### config.mk
export PLATFORM = sky130hd
export DESIGN_NAME = uart_rx_fc
export DESIGN_NICKNAME = d
export VERILOG_FILES = /design/src/rtl/uart_rx_fc.sv
export SDC_FILE = /design/constraint.sdc
export NUM_CORES = 1
export LEC_CHECK = 0
export CAP_MARGIN = 10
export CORE_MARGIN = 10
export CORE_UTILIZATION = 62
export DETAILED_ROUTE_END_ITERATION = 7
export PLACE_DENSITY = 0.82
export SYNTH_ARGS = -nofsm -noshare
export SYNTH_HDL_FRONTEND = slang
export SYNTH_SLANG_ARGS = --single-unit
export TNS_END_PERCENT = 30
### constraint.sdc
create_clock -name clk -period 7.6 [get_ports clk]
set_clock_uncertainty 0.2 [all_clocks]
set_input_delay 1.14 -clock clk [delete_from_list [all_inputs] [get_ports clk]]
set_output_delay 1.14 -clock clk [all_outputs]
set_load 0.005 [all_outputs]
### src/rtl/uart_rx_fc.sv
// uart_rx_fc: 8N1 UART receiver with a first-word-fall-through receive FIFO
// and an active-low RTS output that holds off the sender when the FIFO is
// nearly full.
module uart_rx_fc #(
    parameter int BAUD_DIV      = 87,
    parameter int FIFO_DEPTH    = 4,
    parameter int RTS_THRESHOLD = 1
) (
    input  logic                          clk,
    input  logic                          n_rst,
    input  logic                          rxd,
    output logic                          rts,
    output logic [7:0]                    data,
    output logic                          valid,
    input  logic                          ready,
    output logic                          framing_error,
    output logic                          overrun_error,
    output logic [$clog2(FIFO_DEPTH):0]   fifo_count
);

    localparam int DATA_W = 8;
    localparam int AW     = $clog2(FIFO_DEPTH);
    localparam int CW     = AW + 1;
    localparam int TW     = $clog2(BAUD_DIV);

    localparam logic [TW-1:0] RELOAD_FULL = TW'(BAUD_DIV - 1);
    localparam logic [TW-1:0] RELOAD_HALF = TW'(BAUD_DIV / 2 - 1);
    localparam logic [CW-1:0] DEPTH_C     = CW'(FIFO_DEPTH);
    localparam logic [CW-1:0] RTS_THR_C   = CW'(RTS_THRESHOLD);

    typedef enum logic [1:0] {IDLE, START, DATA, STOP} state_t;

    state_t              state_q, state_n;
    logic                rx_p0, rxs, rxs_p1;
    logic                fall;
    logic [TW-1:0]       timer_q, timer_n;
    logic                expired;
    logic [2:0]          bit_q, bit_n;
    logic [DATA_W-1:0]   shift_q, shift_n;
    logic                push, ferr_n;

    logic [DATA_W-1:0]   mem [FIFO_DEPTH];
    logic [AW-1:0]       wr_ptr, rd_ptr;
    logic [CW-1:0]       count_q, count_n;
    logic                pop, push_ok;

    assign fall    = rxs_p1 & ~rxs;
    assign expired = (timer_q == '0);

    // Two-flop synchronizer on the asynchronous pin plus one delay flop for edge detection
    always_ff @(posedge clk or negedge n_rst) begin
        if (!n_rst) begin
            rx_p0  <= 1'b1;
            rxs    <= 1'b1;
            rxs_p1 <= 1'b1;
        end else begin
            rx_p0  <= rxd;
            rxs    <= rx_p0;
            rxs_p1 <= rxs;
        end
    end

    // Receiver state, bit timer and bit index registers
    always_ff @(posedge clk or negedge n_rst) begin
        if (!n_rst) begin
            state_q <= IDLE;
            timer_q <= '0;
            bit_q   <= '0;
        end else begin
            state_q <= state_n;
            timer_q <= timer_n;
            bit_q   <= bit_n;
        end
    end

    // Shift register holds only data, so it needs no reset
    always_ff @(posedge clk) begin
        shift_q <= shift_n;
    end

    // Frame sequencing: half-bit to the start centre, then full bits to each data/stop centre
    always_comb begin
        state_n = state_q;
        timer_n = expired ? timer_q : timer_q - TW'(1);
        bit_n   = bit_q;
        shift_n = shift_q;
        push    = 1'b0;
        ferr_n  = 1'b0;
        case (state_q)
            IDLE: begin
                if (fall) begin
                    timer_n = RELOAD_HALF;
                    state_n = START;
                end
            end
            START: begin
                if (expired) begin
                    if (!rxs) begin
                        timer_n = RELOAD_FULL;
                        bit_n   = '0;
                        state_n = DATA;
                    end else begin
                        state_n = IDLE;
                    end
                end
            end
            DATA: begin
                if (expired) begin
                    shift_n = {rxs, shift_q[DATA_W-1:1]};
                    timer_n = RELOAD_FULL;
                    bit_n   = bit_q + 3'd1;
                    if (bit_q == 3'd7) begin
                        state_n = STOP;
                    end
                end
            end
            STOP: begin
                if (expired) begin
                    if (rxs) begin
                        push = 1'b1;
                    end else begin
                        ferr_n = 1'b1;
                    end
                    state_n = IDLE;
                end
            end
            default: state_n = IDLE;
        endcase
    end

    // A pop in the same cycle frees the slot, so a full FIFO can still take the byte
    assign valid   = (count_q != '0);
    assign pop     = valid & ready;
    assign push_ok = push & ((count_q < DEPTH_C) | pop);
    assign data    = valid ? mem[rd_ptr] : '0;

    // Occupancy after this cycle's push/pop, used for both count and rts
    always_comb begin
        count_n = count_q;
        case ({push_ok, pop})
            2'b10:   count_n = count_q + CW'(1);
            2'b01:   count_n = count_q - CW'(1);
            default: count_n = count_q;
        endcase
    end

    // FIFO storage write; contents are data only and are not reset
    always_ff @(posedge clk) begin
        if (push_ok) begin
            mem[wr_ptr] <= shift_q;
        end
    end

    // FIFO pointers, occupancy, flow control and error pulses
    always_ff @(posedge clk or negedge n_rst) begin
        if (!n_rst) begin
            wr_ptr        <= '0;
            rd_ptr        <= '0;
            count_q       <= '0;
            rts           <= 1'b1;
            framing_error <= 1'b0;
            overrun_error <= 1'b0;
        end else begin
            if (push_ok) begin
                wr_ptr <= wr_ptr + AW'(1);
            end
            if (pop) begin
                rd_ptr <= rd_ptr + AW'(1);
            end
            count_q       <= count_n;
            rts           <= ((DEPTH_C - count_n) <= RTS_THR_C);
            framing_error <= ferr_n;
            overrun_error <= push & ~push_ok;
        end
    end

    assign fifo_count = count_q;

endmodule

==> run summary <==
Sequential share of the synthesized area: 64.7%
Worst Path Max Fanout: 7
WHS Path Cells: 0
Worst R2R Start: timer_q[0]
Worst R2R End: rts
Row count: 24
Final worst path period share: 48.8%
Cell Area, Placed: 3040 um^2
Peak VDD IR: 0.182 mV
Mux cell area share after synthesis: 8.09%
DRC: 0
Initial Utilization: 64.6%
TritonCTS Buffers: 9
Most common library cells after synthesis: edfxtp_1 (40), dfrtp_1 (21), ha_1 (12), inv_1 (12)
Vias per cell: 5.93
Synth Area per Inst: 15.2 um^2
Clock tree buffer depth: 2
Die H: 87.6 um
WL/cell: 19.4 um
Final setup fails: 0
Max-slew violation count: 0
Syn_nets: 203
Fin Setup TNS: 0 ns
Primary FF master, synth: edfxtp_1
Most frequent cell after synthesis: edfxtp_1
Area delta synth->final: 13.5%
YS warnings: 0
Slew @ Worst Pin: 1.15 ns
Final instance area: 3210 um^2
F_max: 270 MHz
Clock slew at reported path FFs: 0.06 ns
Synth async-reset ratio: 38.5%
Root Buffer: clkbuf_8
Worst R2R Setup Slack: 4.12 ns
Status: finished clean
Pre-CTS WS: 3.53 ns
Die Width: 87.6 um
Simple-gate share of the synthesized area: 9.50%
Reg2Reg Depth: 13
I/O pin cnt: 19
DR vias: 1565
Hold_buf cts: 0
Htree depth: 3
IO Port Bufs: 18
Share of post-route cells with drive strength above 1: 16.5%
Main combinational cell family by area after synthesis: simple AND/OR/NAND/NOR gates
Setup ws final: 3.89 ns
Element type at the critical path start: input pin
Post-Syn Instances: 186
Netlist cell types: 41
Fin cells: 264
Post-synth top area share: 42.4%
Final hold slack: 0.158 ns
ANT cells: 0
Synth area leaders: edfxtp_1 (42%), dfrtp_1 (19%), mux4_2 (6.4%), ha_1 (5.3%), dfstp_2 (3.7%)
Largest net degree at the start of global routing: 26
First-pass GRT wire length: 8290 um
Antenna violations before repair: 0
Synthesized cell area: 2830 um^2
Post CTS Setup Buffer Count: 0
Power per cell area: 349 nW/um^2
Critical path arrival: 3.78 ns
Min-Delay Startpoint: rx_p0
Crit path kind: input pin to flip-flop
Flops & latches, synth: 65
Post-DP HPWL: 3400 um
CP startpoint: ready
Die area: 7670 um^2
Routed Antenna Nets: 0
GR Overflow Total: 0
Number of DRC markers in iteration 0: 80
# resized after CTS: 0
Area leader, netlist: edfxtp_1
Adder-cell share of the synthesized area: 6.01%
NumNets Final: 225
Clk sinks: 65
Hold endpoint: rxs
Placed Cells: 249
Data required time of the worst path: 7.67 ns
XOR/XNOR share of the synthesized area: 3.89%
CTS tree: yes
Core Region: 4380 um^2
First-pass DRT Iterations: 4
Crit path time final: 3.71 ns
EDFF count, synth: 40
Compound-Gate Fraction of Synth Area: 4.86%
Slew Limit Headroom: 23.0%
Final Hold Fails: 0
Worst-skew pair later-pin latency: 0.34 ns
RSZ-0062 raised after global routing: no
Worst setup EP type: flip-flop
Total track usage: 14.3%
Static Leak: 1.21 nW
Final Wtd Congestion: 0.865
WL final: 5120 um
Hold/Removal Path Class: flip-flop to flip-flop
Max-cap violations: 0
Vias in the first global route: 1629
routing by layer:
| layer | vias to the layer above | global-route usage [%] | part of all wire (%) | wire length (um) |
|---|---|---|---|---|
| li1 | 713 | - | - | - |
| met1 | 794 | 16.1 | 39 | 2000 |
| met2 | 41 | 24.6 | 54 | 2760 |
| met3 | 17 | 3.81 | 4.6 | 233 |
| met4 | 0 | 6.96 | 2.3 | 118 |
| met5 | - | 0 | 0 | 0 |
kinds of logic (layout without fill, tap and decap cells):
family | Yosys count | count (layout)
AO/OA/AOI/OAI | 20 | 20
buffers and inverters | 19 | 45
flip-flops | 65 | 65
adder cells (fa/ha/maj) | 13 | 13
XOR/XNOR | 11 | 11
multiplexers | 12 | 12
AND/OR/NAND/NOR | 46 | 46
flip-flops by register name, indices dropped and copies added, names as in the netlist, named ones only:
| name | count |
|---|---|
| rxs | 1 |
| rts | 1 |
| rd_ptr | 2 |
| rx_p0 | 1 |
| state_q | 1 |
| shift_q | 8 |
| fifo_count | 3 |
| timer_q | 7 |
| mem | 32 |
| rxs_p1 | 1 |
| bit_q | 3 |
| wr_ptr | 2 |
| framing_error | 1 |
| overrun_error | 1 |
layout make-up:
| cell class | instances | area [um^2] |
|---|---|---|
| inverters | 12 | 45.0 |
| clock buffers | 10 | 128 |
| multi-input cells | 102 | 916 |
| repair buffers | 18 | 180 |
| well taps | 52 | 65.1 |
| fillers | 283 | 1170 |
| flip-flops and latches | 65 | 1830 |
| clock inverters | 5 | 47.5 |
report_power, final:
| part | total, mW | internal, mW | switching [mW] |
|---|---|---|---|
| clock network | 0.266 | 0.146 | 0.120 |
| logic | 0.363 | 0.223 | 0.140 |
| registers | 0.492 | 0.417 | 0.0752 |
layout by cell type (no fill, tap or decap), types with 5 or more instances in the layout:
master,instances
edfxtp_1,40
dfrtp_1,21
clkdlybuf4s50_1,18
inv_1,12
ha_1,12
and2_1,10
nor2_1,10
clkbuf_8,9
mux4_2,8
nand2_1,7
xnor2_1,6
a21oi_1,5
how the worst max path moves through the flow:
stage,to,slack [ns],cells after the start
floorplan,rts,4.23,11
global placement,rts,3.67,11
detailed placement,rts,3.53,11
CTS,rts,3.88,11
global route,rts,3.76,11
finish,rts,3.89,11
stage by stage:
step           util [%]  total power, mW
2_1_floorplan         -            0.716
3_3_place_gp       69.3            0.830
3_5_place_dp       69.3            0.865
4_1_cts            73.3             1.13
5_1_grt            73.3             1.19
6_report           73.3             1.12
worst max-delay path, stage by stage:
cell and delay (ns):
clkdlybuf4s50_1 0.46, nand2b_1 0.13, and4_1 0.35, inv_1 0.07
ha_1 0.22, fa_1 0.45, mux2_2 0.31, inv_1 0.07
ha_1 0.16, xnor3_1 0.30, o21a_1 0.12
Power figures use the tool's default switching activity.
